`config.mk`:
```
export PLATFORM = sky130hd
export DESIGN_NAME = alu_op_sequencer
export DESIGN_NICKNAME = d
export VERILOG_FILES = /design/src/rtl/alu_pkg.sv /design/src/rtl/odd_parity.sv /design/src/rtl/alu_op_sequencer.sv
export SDC_FILE = /design/constraint.sdc
export NUM_CORES = 1
export LEC_CHECK = 0
export BUFFER_PORTS_ARGS = -buffer_cell sky130_fd_sc_hd__buf_2
export CAP_MARGIN = 30
export CELL_PAD_IN_SITES_DETAIL_PLACEMENT = 2
export CELL_PAD_IN_SITES_GLOBAL_PLACEMENT = 2
export CORE_AREA = 2 2 112 114
export DETAILED_ROUTE_END_ITERATION = 12
export DIE_AREA = 0 0 114 116
export PLACE_DENSITY = 0.81
export SETUP_SLACK_MARGIN = 0.02
export SLEW_MARGIN = 20
export SYNTH_ARGS = -nofsm -noshare
export SYNTH_HDL_FRONTEND = slang
export SYNTH_SLANG_ARGS = --single-unit
```
`constraint.sdc`:
```
create_clock -name clk -period 1.8 [get_ports clk]
set_input_delay 0.09 -clock clk [delete_from_list [all_inputs] [get_ports clk]]
set_output_delay 0.09 -clock clk [all_outputs]
set_load 0.02 [all_outputs]
```
`src/rtl/alu_pkg.sv`:
```
// Shared encodings for the ALU sequencer: request ops, ALU commands, states, status codes.
// Latency: n/a (constants and pure functions only).
// Backpressure: n/a.
package alu_pkg;

    localparam int DATA_W = 15;

    // Request opcodes; 5..7 are illegal
    localparam logic [2:0] OP_ADD = 3'd0;
    localparam logic [2:0] OP_SUB = 3'd1;
    localparam logic [2:0] OP_AND = 3'd2;
    localparam logic [2:0] OP_MUL = 3'd3;
    localparam logic [2:0] OP_DIV = 3'd4;

    // ALU command inputs
    localparam logic [2:0] CMD_ADD = 3'd0;
    localparam logic [2:0] CMD_SUB = 3'd1;
    localparam logic [2:0] CMD_AND = 3'd2;
    localparam logic [2:0] CMD_MP0 = 3'd3;
    localparam logic [2:0] CMD_MP1 = 3'd4;
    localparam logic [2:0] CMD_DV0 = 3'd5;
    localparam logic [2:0] CMD_DV1 = 3'd6;

    // Response status
    localparam logic [1:0] STAT_OK       = 2'b00;
    localparam logic [1:0] STAT_PAR_ERR  = 2'b01;
    localparam logic [1:0] STAT_ILLEGAL  = 2'b10;
    localparam logic [1:0] STAT_DIV_ZERO = 2'b11;

    // +0 in ones' complement with odd parity attached
    localparam logic [15:0] WORD_POS_ZERO = 16'h0001;

    typedef enum logic [1:0] {
        ST_IDLE  = 2'd0,
        ST_PASS1 = 2'd1,
        ST_PASS2 = 2'd2,
        ST_RESP  = 2'd3
    } state_e;

    // ALU command for a given op on its first or second pass.
    // MUL yields low then high product; DIV yields quotient then remainder.
    function automatic logic [2:0] pass_cmd(input logic [2:0] op, input logic second);
        logic [2:0] cmd;
        cmd = CMD_ADD;
        case (op)
            OP_SUB:  cmd = CMD_SUB;
            OP_AND:  cmd = CMD_AND;
            OP_MUL:  cmd = second ? CMD_MP1 : CMD_MP0;
            OP_DIV:  cmd = second ? CMD_DV0 : CMD_DV1;
            default: cmd = CMD_ADD;
        endcase
        return cmd;
    endfunction

endpackage

```
`src/rtl/odd_parity.sv`:
```
// Builds an odd-parity word {d, ~^d} from a data magnitude.
// Latency: combinational.
// Backpressure: none.
module odd_parity #(
    parameter int DATA_W = 15
) (
    input  logic [DATA_W-1:0] data_i,
    output logic [DATA_W:0]   word_o
);

    // Parity bit chosen so the XOR of the whole word is 1
    assign word_o = {data_i, ~^data_i};

endmodule

```
`src/rtl/alu_op_sequencer.sv`:
```
// Sequences one request through the ones'-complement ALU (1 or 2 passes) and returns hi/lo words.
// Latency: accept->rsp_valid 1 cycle on error, 2 cycles single-pass, 3 cycles MUL/DIV.
// Backpressure: one request in flight; req_ready only in IDLE, response held until rsp_ready.
module alu_op_sequencer
    import alu_pkg::*;
#(
    parameter int DATA_W       = 15,
    parameter bit CHECK_PARITY = 1'b1
) (
    input  logic              clk,
    input  logic              rst_n,
    input  logic              req_valid,
    output logic              req_ready,
    input  logic [2:0]        req_op,
    input  logic [DATA_W:0]   req_a,
    input  logic [DATA_W:0]   req_b,
    output logic [DATA_W:0]   alu_a,
    output logic [DATA_W:0]   alu_b,
    output logic [2:0]        alu_cmd,
    input  logic [DATA_W-1:0] alu_res,
    output logic              rsp_valid,
    input  logic              rsp_ready,
    output logic [DATA_W:0]   rsp_hi,
    output logic [DATA_W:0]   rsp_lo,
    output logic [1:0]        rsp_status
);

    state_e            state_q, state_d;
    logic [2:0]        op_q, op_d;
    logic [DATA_W:0]   alu_a_q, alu_a_d;
    logic [DATA_W:0]   alu_b_q, alu_b_d;
    logic [DATA_W:0]   rsp_hi_q, rsp_hi_d;
    logic [DATA_W:0]   rsp_lo_q, rsp_lo_d;
    logic [1:0]        rsp_status_q, rsp_status_d;

    logic [DATA_W:0]   a_chk_word, b_chk_word, res_word;
    logic              a_par_err, b_par_err, div_zero;
    logic [1:0]        acc_status;

    // A received word is bad when it differs from its data with correct parity re-attached
    odd_parity #(.DATA_W(DATA_W)) u_par_a   (.data_i(req_a[DATA_W:1]), .word_o(a_chk_word));
    odd_parity #(.DATA_W(DATA_W)) u_par_b   (.data_i(req_b[DATA_W:1]), .word_o(b_chk_word));
    odd_parity #(.DATA_W(DATA_W)) u_par_res (.data_i(alu_res),         .word_o(res_word));

    assign a_par_err = (a_chk_word != req_a);
    assign b_par_err = (b_chk_word != req_b);
    // Both +0 and -0 divisors are rejected
    assign div_zero  = (req_op == OP_DIV) &&
                       ((req_b[DATA_W:1] == '0) || (&req_b[DATA_W:1]));

    // Error checks on the incoming request, highest priority first
    always_comb begin
        acc_status = STAT_OK;
        if (req_op > OP_DIV) begin
            acc_status = STAT_ILLEGAL;
        end else if (CHECK_PARITY && (a_par_err || b_par_err)) begin
            acc_status = STAT_PAR_ERR;
        end else if (div_zero) begin
            acc_status = STAT_DIV_ZERO;
        end
    end

    // Next-state and datapath capture for the sequencer
    always_comb begin
        state_d      = state_q;
        op_d         = op_q;
        alu_a_d      = alu_a_q;
        alu_b_d      = alu_b_q;
        rsp_hi_d     = rsp_hi_q;
        rsp_lo_d     = rsp_lo_q;
        rsp_status_d = rsp_status_q;
        case (state_q)
            ST_IDLE: begin
                if (req_valid) begin
                    alu_a_d      = req_a;
                    alu_b_d      = req_b;
                    op_d         = req_op;
                    rsp_hi_d     = WORD_POS_ZERO;
                    rsp_lo_d     = WORD_POS_ZERO;
                    rsp_status_d = acc_status;
                    state_d      = (acc_status == STAT_OK) ? ST_PASS1 : ST_RESP;
                end
            end
            ST_PASS1: begin
                if (op_q == OP_MUL) begin
                    rsp_lo_d = res_word;
                    state_d  = ST_PASS2;
                end else if (op_q == OP_DIV) begin
                    rsp_hi_d = res_word;
                    state_d  = ST_PASS2;
                end else begin
                    rsp_hi_d = res_word;
                    state_d  = ST_RESP;
                end
            end
            ST_PASS2: begin
                if (op_q == OP_MUL) begin
                    rsp_hi_d = res_word;
                end else begin
                    rsp_lo_d = res_word;
                end
                state_d = ST_RESP;
            end
            ST_RESP: begin
                if (rsp_ready) begin
                    state_d = ST_IDLE;
                end
            end
            default: state_d = ST_IDLE;
        endcase
    end

    // ALU command is only non-idle during the compute passes
    always_comb begin
        alu_cmd = CMD_ADD;
        if (state_q == ST_PASS1) begin
            alu_cmd = pass_cmd(op_q, 1'b0);
        end else if (state_q == ST_PASS2) begin
            alu_cmd = pass_cmd(op_q, 1'b1);
        end
    end

    // State and datapath registers; reset returns everything to idle with +0 results
    always_ff @(posedge clk or negedge rst_n) begin
        if (!rst_n) begin
            state_q      <= ST_IDLE;
            op_q         <= OP_ADD;
            alu_a_q      <= '0;
            alu_b_q      <= '0;
            rsp_hi_q     <= WORD_POS_ZERO;
            rsp_lo_q     <= WORD_POS_ZERO;
            rsp_status_q <= STAT_OK;
        end else begin
            state_q      <= state_d;
            op_q         <= op_d;
            alu_a_q      <= alu_a_d;
            alu_b_q      <= alu_b_d;
            rsp_hi_q     <= rsp_hi_d;
            rsp_lo_q     <= rsp_lo_d;
            rsp_status_q <= rsp_status_d;
        end
    end

    assign req_ready  = (state_q == ST_IDLE);
    assign rsp_valid  = (state_q == ST_RESP);
    assign alu_a      = alu_a_q;
    assign alu_b      = alu_b_q;
    assign rsp_hi     = rsp_hi_q;
    assign rsp_lo     = rsp_lo_q;
    assign rsp_status = rsp_status_q;

endmodule

```
==> flow_metrics.tcl <==
set metrics [dict create \
    placement.io_buffers 124 \
    max_cap_viol_count 0 \
    overflow 0 \
    cts-htree-levels 3 \
    p_leak_uw 0.00231 \
    cts_root_buffer "clkbuf_16" \
    floorplan.die_area_mm2 0.0132 \
    via_count 2881 \
    cellPowerDensity_mw_per_mm2 1950 \
    tightestPinTransition_ps 488 \
    grt_start_max_net_pins 48 \
    chipWidth_um 114 \
    synth-async-reset-ratio_pct 100 \
    worstHoldStart "req_a[3]" \
    crit_path_max_delay_family "flip-flops" \
    via_count_of_the_first_global_routing_pass 3116 \
    via_per_inst 4.65 \
    clkSinkCount 71 \
    critPathCapture "alu_cmd[1]" \
    most_instantiated_library_cell_after_synthesis "dfrtp_1" \
    clk-insertion-delay-late_ps 340 \
    final_nets 538 \
    synth_cells 334 \
    setup.worst_path.end_class "output port" \
    reg2reg_from "state_q[0]" \
    synth_fa_ha_area_share_pct 6.63 \
    grt_util_all_layers_pct 15.5 \
    final-instance-count-excl-fill 619 \
    cts_inserted_buffers 9 \
    timing.critical_path.required_ps 1710 \
    cts.reportedPaths.clkPinSlew_ps 60 \
    clockBufferDepth 2 \
    worst-r2r-cell-count 8 \
    slowest_delay_ps 440 \
    irDropWorstVdd_v 0.000560 \
    drt-initial-drc-count 64 \
    setup_viol_count_final 0 \
    finalWirelength_um 9930 \
    drt-wirelength-per-cell_um 16.0 \
    yosys_warnings 0 \
    grt_pass1_wl_um 15800 \
    finClkSkew_ps 5.54 \
    worstHoldPathType "input port to flop" \
    core_region_area_mm2 0.0119 \
    rsz_0062_raised_after_global_routing "no" \
    floorplan.initialDensity_pct 28.5 \
    xor_and_xnor_area_share_after_synthesis_pct 9.54 \
    netlist_top_cells_count "dfrtp_1 (69), nand2_1 (68), o21ai_0 (51)" \
    timing.final.hold_violations 0 \
    floorplan.rows 40 \
    crit-reg2reg-capture "rsp_hi[1]" \
    layout_cells_sized_above_1_pct 38.6 \
    synth_simple_gate_area_share_pct 11.5 \
    post-synth-top-area-fraction_pct 50.8 \
    critPathSlowestCell "dfrtp_2" \
    timing.slew.headroom_pct 67.5 \
    synthesis.area_per_instance_um2 10.2 \
    placed_cells 600 \
    startpoint "state_q[1]" \
    critical_path_depth 6 \
    ant_nets 0 \
    fp.dieH_um 116 \
    total_of_fill_cells_in_the_finished_design 1321 \
    synth_top_flop_cell "dfrtp_1" \
    drcViolationCount 0 \
    timing.final.max_slew_violations 0 \
    number_of_buffers_inserted_to_repair_setup_after_cts 0 \
    synth-edff-count 0 \
    crit_path_cell_trace "inv_2 > ha_4 > and3_1 > a21oi_1 > o21ai_1 > buf_4" \
    critical_path.startpoint_type "flop" \
    area_delta_synth_final_pct 36.6 \
    run_status "finished, final reports clean" \
    ys_seq_elements 71 \
    routabilityCongestion 0.772 \
    worst_reg2reg_setup_slack_ps 180 \
    criticalPathCategory "flop to output port" \
    multiplexer_area_fraction_after_synthesis_pct 6.96 \
    synth.yosys.seq_area_share_pct 52.4 \
    compound_gate_portion_of_the_synthesized_area_pct 9.50 \
    firstDrtPassIters 3 \
    crit_path_arrival_time_ps 1560 \
    place.detailed.hpwl_um 7550 \
    syn_area_mm2 0.00340 \
    synth_nets 406 \
    finish.utilization_pct 39.0 \
    critical_path_peak_fanout 8 \
    post-synth-top-area-cell "dfrtp_1" \
    post-route-min-period_ps 1650 \
    floorplan.io_pins 125 \
    tritoncts "done" \
    most_area_consuming_cells_after_synthesis "dfrtp_1 (51%), xnor2_1 (8.3%), o21ai_0 (7.5%), nand2_1 (7.5%), mux2_2 (7.0%)" \
    antenna_found_initial 0 \
    crit_buf_inv 2 \
    timing_limited_maximum_frequency_mhz 607 \
    p_total_uw 9060 \
    final_min_period_over_clock_period_pct 91.5 \
    ys_types 27 \
    combinational_family_with_the_most_area_after_synthesis "simple AND/OR/NAND/NOR gates" \
]
-- routing by layer --
| layer | vias up | global-route usage (%) | wire, µm |
|---|---|---|---|
| li1 | 1362 | - | - |
| met3 | 16 | 4.55 | 690 |
| met1 | 1403 | 18.7 | 4280 |
| met5 | - | 0 | 0 |
| met4 | 0 | 6.18 | 170 |
| met2 | 100 | 26.3 | 4790 |
-- cells in the final DEF (no fill, tap or decap), types with 3 or more instances in the layout --
| cell type | count |
|---|---|
| nand2_1 | 68 |
| xnor2_1 | 32 |
| dfrtp_1 | 67 |
| buf_12 | 3 |
| nand4_1 | 3 |
| o21ai_0 | 46 |
| ha_1 | 15 |
| mux2_2 | 21 |
| inv_1 | 17 |
| xor2_1 | 5 |
| clkinv_2 | 3 |
| buf_2 | 123 |
| clkbuf_16 | 9 |
| nand3_1 | 5 |
| nor2_1 | 6 |
| a21oi_1 | 5 |
| buf_4 | 6 |
| o21ai_1 | 5 |
-- layout make-up --
type / count / area, µm² / share of cell area, %
well taps: 147 / 184 / 3.96
repair buffers: 134 / 741 / 16.0
diodes: 1 / 2.50 / 0.0539
multi-input cells: 231 / 1540 / 33.1
flip-flops and latches: 71 / 1780 / 38.4
clock buffers: 10 / 239 / 5.15
clock inverters: 6 / 83.8 / 1.81
inverters: 19 / 71.3 / 1.54
-- worst register-to-register path, delay by kind of cell, from the launching register on --
| kind | cells | cell delay [ps] |
|---|---|---|
| flops | 1 | 420 |
| compound gates | 1 | 100 |
| fa+ha+maj | 1 | 210 |
| simple gates | 4 | 500 |
| buf+inv | 2 | 270 |
-- report_power, final --
part           switching [µW]  internal, µW
logic                    2730          1620
registers                 436          2350
clock network             682          1250
-- per-stage QoR --
stage | area (µm²) | TNS (ps) | setup slack [ps] | hold slack [ps]
floorplan | 3400 | 0 | 31.2 | -206
global placement | 4240 | 0 | 141 | -81.9
detailed placement | 4240 | 0 | 23.7 | -88.0
CTS | 4580 | -8.81 | -8.81 | 2.71
global route | 4640 | 0 | 29.1 | 5.00
finish | 4640 | 0 | 153 | 17.8
-- cells by family after synthesis --
group           after synthesis
fa+ha+maj                    18
flops                        71
buf+inv                      32
simple gates                 93
xor+xnor                     37
mux                          21
compound gates               62
-- registers in the layout, summed over array words and instances, names as in the netlist --
register	count
op_q	3
alu_a	16
rsp_hi	16
rsp_lo	16
rsp_status	2
alu_b	16
state_q	2
-- what timing repair did --
action | CTS | global route
hold endpoints to repair | 70 | 0
hold buffers | 2 | 0
resized for setup | 1 | 21
endpoints found under the setup margin | 2 | 36
pin swaps | 0 | 0
-- worst min-delay path by stage --
stage | slack (ps) | cells past startpoint | to
finish | 20 | 2 | alu_a[3]
global route | 5 | 2 | op_q[0]
CTS | 3 | 2 | op_q[0]
detailed placement | -90 | 1 | rsp_hi[3]
global placement | -80 | 1 | rsp_hi[3]
floorplan | -210 | 0 | alu_a[0]
No activity file was read; power rests on OpenSTA's default activity.
